`src/rtl/mul_div_seq_pkg.sv`:
```
// Shared constants and encodings for the iterative HI/LO multiply/divide unit.
// Optional early-terminating multiply is selected with MD_EARLY_TERM_EN.
package mul_div_seq_pkg;

  localparam int MD_XLEN = 32;
  localparam int MD_ITER = 32;

  typedef enum logic [1:0] {
    MD_MULT  = 2'b00,
    MD_MULTU = 2'b01,
    MD_DIV   = 2'b10,
    MD_DIVU  = 2'b11
  } md_op_e;

  typedef enum logic [1:0] {
    MD_IDLE = 2'b00,
    MD_RUN  = 2'b01,
    MD_FIX  = 2'b10
  } md_state_e;

endpackage

```
`src/rtl/md_step.sv`:
```
// One iteration of the shift-add multiplier or restoring divider.
// Operates on unsigned magnitudes; sign handling lives in the caller.
module md_step #(
  parameter int XLEN = 32
) (
  input  logic            div,
  input  logic [XLEN-1:0] part_hi,
  input  logic [XLEN-1:0] part_lo,
  input  logic [XLEN-1:0] opnd,
  output logic [XLEN-1:0] next_hi,
  output logic [XLEN-1:0] next_lo
);

  logic [XLEN:0]   sum;
  logic [XLEN:0]   shl;
  logic [XLEN-1:0] diff;
  logic            ge;

  always_comb begin
    sum  = {1'b0, part_hi} + (part_lo[0] ? {1'b0, opnd} : '0);
    shl  = {part_hi, part_lo[XLEN-1]};
    ge   = (shl >= {1'b0, opnd});
    diff = shl[XLEN-1:0] - opnd;
    if (div) begin
      next_hi = ge ? diff : shl[XLEN-1:0];
      next_lo = {part_lo[XLEN-2:0], ge};
    end else begin
      next_hi = sum[XLEN:1];
      next_lo = {sum[0], part_lo[XLEN-1:1]};
    end
  end

endmodule

```
`src/rtl/mul_div_seq.sv`:
```
// Iterative MIPS32 HI/LO unit: MULT/MULTU/DIV/DIVU plus MTHI/MTLO.
// Define MD_EARLY_TERM_EN to let multiplies stop once the multiplier is exhausted.
module mul_div_seq
  import mul_div_seq_pkg::*;
#(
  parameter int XLEN = MD_XLEN,
  parameter int ITER = MD_ITER
) (
  input  logic            Clock,
  input  logic            Reset,
  input  logic            Start,
  input  logic [1:0]      Op,
  input  logic [XLEN-1:0] A,
  input  logic [XLEN-1:0] B,
  input  logic            HiWe,
  input  logic            LoWe,
  input  logic [XLEN-1:0] WrData,
  output logic            Busy,
  output logic            Done,
  output logic [XLEN-1:0] Hi,
  output logic [XLEN-1:0] Lo
);

  localparam int CW = $clog2(ITER + 1);
  localparam logic [CW-1:0] ITER_C = CW'(ITER);

  md_state_e state, state_nx;

  logic [CW-1:0]     cnt, cnt_nx;
  logic              is_div, neg_res, neg_rem;
  logic [XLEN-1:0]   acc_hi, acc_lo, opnd;
  logic [XLEN-1:0]   step_hi, step_lo;
  logic              last;
  logic              dv, sgn, bz, sa, sb;
  logic [XLEN-1:0]   a_mag, b_mag;
  logic [2*XLEN-1:0] prod, prod_fix;
  logic [XLEN-1:0]   quo, rem, res_hi, res_lo;

`ifdef MD_EARLY_TERM_EN
  logic [XLEN-1:0]   rest;
`endif

  md_step #(.XLEN(XLEN)) u_step (
    .div     (is_div),
    .part_hi (acc_hi),
    .part_lo (acc_lo),
    .opnd    (opnd),
    .next_hi (step_hi),
    .next_lo (step_lo)
  );

  // Divide by zero keeps raw operands so the datapath yields Hi=A, Lo=~0.
  always_comb begin
    dv    = (Op == MD_DIV) || (Op == MD_DIVU);
    sgn   = (Op == MD_MULT) || (Op == MD_DIV);
    bz    = (B == '0);
    sa    = sgn & A[XLEN-1] & ~(dv & bz);
    sb    = sgn & B[XLEN-1] & ~(dv & bz);
    a_mag = sa ? -A : A;
    b_mag = sb ? -B : B;
  end

  always_comb begin
    cnt_nx = cnt + 1'b1;
`ifdef MD_EARLY_TERM_EN
    last = (cnt_nx == ITER_C) ||
           (!is_div && ((rest >> 1) == '0));
`else
    last = (cnt_nx == ITER_C);
`endif
  end

  // An early-terminated product still needs its remaining right shifts.
  always_comb begin
    prod     = {acc_hi, acc_lo} >> (ITER_C - cnt);
    prod_fix = neg_res ? -prod : prod;
    quo      = neg_res ? -acc_lo : acc_lo;
    rem      = neg_rem ? -acc_hi : acc_hi;
    if (is_div) begin
      res_hi = rem;
      res_lo = quo;
    end else begin
      res_hi = prod_fix[2*XLEN-1:XLEN];
      res_lo = prod_fix[XLEN-1:0];
    end
  end

  always_comb begin
    state_nx = state;
    Busy     = (state != MD_IDLE);
    unique case (state)
      MD_IDLE: if (Start) state_nx = MD_RUN;
      MD_RUN:  if (last) state_nx = MD_FIX;
      MD_FIX:  state_nx = MD_IDLE;
      default: state_nx = MD_IDLE;
    endcase
  end

  always_ff @(posedge Clock or posedge Reset) begin
    if (Reset) state <= MD_IDLE;
    else       state <= state_nx;
  end

  always_ff @(posedge Clock or posedge Reset) begin
    if (Reset) begin
      Done    <= 1'b0;
      Hi      <= '0;
      Lo      <= '0;
      cnt     <= '0;
      is_div  <= 1'b0;
      neg_res <= 1'b0;
      neg_rem <= 1'b0;
      acc_hi  <= '0;
      acc_lo  <= '0;
      opnd    <= '0;
`ifdef MD_EARLY_TERM_EN
      rest    <= '0;
`endif
    end else begin
      Done <= (state == MD_FIX);
      unique case (state)
        MD_IDLE: begin
          if (HiWe) Hi <= WrData;
          if (LoWe) Lo <= WrData;
          if (Start) begin
            is_div  <= dv;
            neg_res <= sa ^ sb;
            neg_rem <= sa;
            acc_hi  <= '0;
            acc_lo  <= dv ? a_mag : b_mag;
            opnd    <= dv ? b_mag : a_mag;
            cnt     <= '0;
`ifdef MD_EARLY_TERM_EN
            rest    <= b_mag;
`endif
          end
        end
        MD_RUN: begin
          acc_hi <= step_hi;
          acc_lo <= step_lo;
          cnt    <= cnt_nx;
`ifdef MD_EARLY_TERM_EN
          rest   <= rest >> 1;
`endif
        end
        MD_FIX: begin
          Hi <= res_hi;
          Lo <= res_lo;
        end
        default: ;
      endcase
    end
  end

endmodule
```
`config.mk`:
```
export PLATFORM = sky130hd
export DESIGN_NAME = mul_div_seq
export DESIGN_NICKNAME = d
export VERILOG_FILES = /design/src/rtl/mul_div_seq_pkg.sv /design/src/rtl/md_step.sv /design/src/rtl/mul_div_seq.sv
export SDC_FILE = /design/constraint.sdc
export NUM_CORES = 1
export LEC_CHECK = 0
export CELL_PAD_IN_SITES_DETAIL_PLACEMENT = 0
export CELL_PAD_IN_SITES_GLOBAL_PLACEMENT = 1
export CORE_MARGIN = 2
export CORE_UTILIZATION = 30
export CTS_CLUSTER_SIZE = 10
export DETAILED_ROUTE_END_ITERATION = 8
export GPL_TIMING_DRIVEN = 0
export PLACE_DENSITY_LB_ADDON = 0.3
export SYNTH_ARGS = -nofsm -noshare
export SYNTH_HDL_FRONTEND = slang
export SYNTH_SLANG_ARGS = --single-unit
```
`constraint.sdc`:
```
create_clock -name Clock -period 8.9 [get_ports Clock]
set_input_delay 2.225 -clock Clock [delete_from_list [all_inputs] [get_ports Clock]]
set_output_delay 2.225 -clock Clock [all_outputs]
set_load 0.1 [all_outputs]
```
==> out/results.tsv <==
stage	metric	value	unit
global_route	initial antenna violation count	2	
global_route	number of global-route vias before repair	22865	
cells_and_area	layout cells sized above 1	7.88	%
synthesis	Synth Instances	2668	
timing	worst-margin pin slew	1.44	ns
worst_setup_path	worst reg2reg startpoint	cnt[0]	
worst_setup_path	cell with the largest stage delay on the worst path	clkbuf_1	
worst_setup_path	CP max stage delay	0.78	ns
synthesis	ys flop type	dfrtp_1	
global_route	pin count of the biggest net entering global routing	107	
worst_setup_path	WP buf/inv	11	
drt	Vias/cell	6.17	
global_route	Total Routing Usage GR	30.1	%
die	row count	98	
clock_tree	CTS clk-pin slew, worst paths	0.09	ns
timing	Layout Skew	0.0254	ns
worst_setup_path	critical path endpoint category	flop	
die	num ports	169	
die	DIE AREA	73900	µm²
clock_tree	clock sinks	172	
timing	fin. max-slew vios	0	
worst_setup_path	Reg2Reg Depth	24	
clock_tree	TritonCTS clock tree	built	
timing	Setup-failing EPs final	0	
die	core area	71200	µm²
drt	drt wl/cell	29.6	µm
worst_setup_path	critical path peak fanout	10	
place	pre-CTS setup slack	1.34	ns
synthesis	flops & latches, synth	172	
cells_and_area	area growth from synthesis to layout	16.4	%
synthesis	distinct cell type count after synthesis	103	
drt	TritonRoute pass-1 iters	6	
clock_tree	CTS Hold Bufs	0	
worst_setup_path	CP Data Required Time	9.34	ns
synthesis	Mapped Avg Cell Area	8.07	µm²
drt	DRT antenna net count	0	
place	Placer Congestion	1.00	
cells_and_area	Final #Nets	3031	
worst_setup_path	CP Data Arrival Time	8.23	ns
synthesis	Synth async-reset ratio	100	%
timing	fin crit period	7.79	ns
outcome	status	finished clean	
global_route	first-pass GRT wire length	163000	µm
place	DPL Wire Length	92600	µm
worst_hold_path	WHS Endpoint	Lo[0]	
drt	DR DRC count	0	
timing	RSZ-0062 raised after global routing	false	
clock_tree	CTS root buf	clkbuf_16	
clock_tree	H-tree depth	4	
worst_setup_path	critical-path cell list	buf_6, buf_12, buf_12, buf_12, inv_1, ha_1, clkbuf_2, xor2_4, buf_6, buf_6, clkbuf_1, buf_2, mux4_2, mux2i_1, mux2i_1, inv_1, ha_1, nand2_1, o21ai_0, nor4b_4, nand3_1, mux2_1, o31a_1, o21ai_1	
clock_tree	total setup buffers inserted after CTS	0	
worst_hold_path	worst hold path type	flop to flop	
timing	Final period util	87.5	%
worst_hold_path	HP Start	Lo[0]	
clock_tree	CTS Buf Count	17	
clock_tree	clock buffer depth	2	
worst_setup_path	Crit Path Class	flop to flop	
synthesis	Cell Area, Synth	21500	µm²
clock_tree	CTS resizes	0	
die	Initial Util	30.2	%
timing	Fin Hold WS	0.484	ns
worst_hold_path	WHS Path Cells	2	
synthesis	number of synthesized flops with an enable pin	0	
place	Buffers on Ports	167	
synthesis	Yosys warnings	0	
die	Die Width	272	µm
global_route	GRT overflow	0	
die	Die Y	272	µm
worst_setup_path	flop2flop setup slack	1.11	ns
synthesis	Synth Net Count	2844	
worst_setup_path	element type at the critical path start	flop	
timing	worst slew margin relative to its limit	3.09	%
flow_run	# Max-Cap Violations	0	
worst_setup_path	r2r endpoint	Hi[20]	
timing	final setup margin	1.11	ns
timing	Max Freq	128	MHz
drt	Starting DRT DRC Count	2557	
drt	Routed Wire Length	113000	µm
cells_and_area	fillers	7444	
clock_tree	Skew-Pair Late Insertion Delay	0.52	ns
drt	DR vias	23589	
worst_setup_path	CP delay by family, top	buffers and inverters	
timing	Hold Vio Cnt, Final	0	
synthesis	post-synthesis sequential area ratio	20.0	%
-- state kept, by name (all words and copies together), names as in the netlist --
name     cells
cnt          6
acc_lo      32
acc_hi      32
Done         1
Lo          32
Hi          32
state        2
is_div       1
neg_res      1
neg_rem      1
opnd        32
-- area by class of cell --
cell class,instances,area (µm²),area share [%]
buffer,235,1130,4.53
clock buffer,17,425,1.70
timing repair buffer,168,1700,6.78
tap,950,1190,4.75
clock inverter,15,196,0.784
sequential,172,4300,17.2
antenna,6,15.0,0.0599
multi-input combinational,2188,15800,63.1
inverter,73,282,1.12
-- through the flow --
stage	cell area (µm²)	std cells	util, %	TNS [ns]
floorplan	21500	2668	-	0
global placement	24400	3785	34.2	-164.87
detailed placement	24400	3786	34.3	0
CTS	25000	3818	35.1	0
global route	25000	3818	35.1	0
finish	25100	3824	35.2	0
-- cells in the final DEF, fill, tap and decap left out, types with 76 or more instances in the layout --
master           count
nand2_1            266
nor2_1             241
o21ai_0            205
a21oi_1            193
dfrtp_1            172
clkdlybuf4s50_1    167
clkbuf_1           163
xnor2_1            115
mux2i_1            114
xor2_1             104
a211oi_1            85
mux4_2              76
-- synth_stat cells, types with 12 or more instances --
cell / n / area share, %
a211oi_1: 85 / 3.0
a21o_1: 33 / 1.2
a21oi_1: 193 / 4.5
a221oi_1: 33 / 1.3
a22oi_1: 19 / 0.66
a31oi_1: 22 / 0.64
and2_1: 18 / 0.52
and3_1: 20 / 0.58
buf_1: 18 / 0.31
buf_2: 15 / 0.35
buf_4: 14 / 0.49
buf_6: 12 / 0.63
clkbuf_1: 163 / 2.8
dfrtp_1: 172 / 20
ha_1: 71 / 4.1
inv_1: 72 / 1.3
mux2_2: 28 / 1.5
mux2i_1: 114 / 5.3
mux4_2: 76 / 8.0
nand2_1: 266 / 4.6
nand2b_1: 20 / 0.58
nand3_1: 58 / 1.3
nor2_1: 241 / 4.2
nor2b_1: 21 / 0.61
nor3_1: 54 / 1.3
nor4_1: 23 / 0.67
o211ai_1: 23 / 0.80
o21a_1: 16 / 0.56
o21ai_0: 205 / 4.8
o221ai_1: 19 / 0.77
o22ai_1: 20 / 0.58
o31ai_1: 53 / 1.8
o41ai_1: 22 / 0.90
or3_1: 26 / 0.76
or4_1: 19 / 0.66
xnor2_1: 115 / 4.7
xor2_1: 104 / 4.2
-- cell families (layout without fill, tap and decap cells) --
logic type / count (synthesis) / count (layout) / share of synthesized area, %
AO/OA/AOI/OAI: 833 / 833 / 25.3
AND/OR/NAND/NOR: 830 / 830 / 18.5
buffers and inverters: 308 / 508 / 6.54
multiplexers: 232 / 232 / 16.3
XOR/XNOR: 220 / 220 / 9.04
flip-flops: 172 / 172 / 20.0
adder cells (fa/ha/maj): 73 / 73 / 4.31
other: 0 / 6 / 0
-- tightest hold or removal path, stage by stage, from the launching register on --
cell and delay, ns:
dfrtp_1 0.35, nand2_1 0.04, o21ai_0 0.06
-- metal layers --
| layer | part of all wire (%) | wire [µm] | GRT usage (%) |
|---|---|---|---|
| met2 | 46 | 51900 | 48.8 |
| met4 | 6.4 | 7300 | 17.7 |
| met1 | 41 | 46700 | 38.2 |
| met3 | 6.4 | 7220 | 3.98 |
| met5 | 0.044 | 50 | 0 |
-- worst max path at each step --
stage	startpoint	to	slack (ns)	depth (start not counted)
after floorplan	Reset	Done	2.01	1
after global placement	Reset	acc_lo[10]	-1.01	2
after detailed placement	cnt[0]	Hi[20]	1.34	24
after CTS	cnt[0]	Hi[20]	1.31	24
after global routing	cnt[0]	Hi[6]	0.93	25
final	cnt[0]	Hi[20]	1.11	24
Power is left out: the tool's default activity adds up to more than one toggle a clock period on the data nets, which glitch-free logic cannot reach.
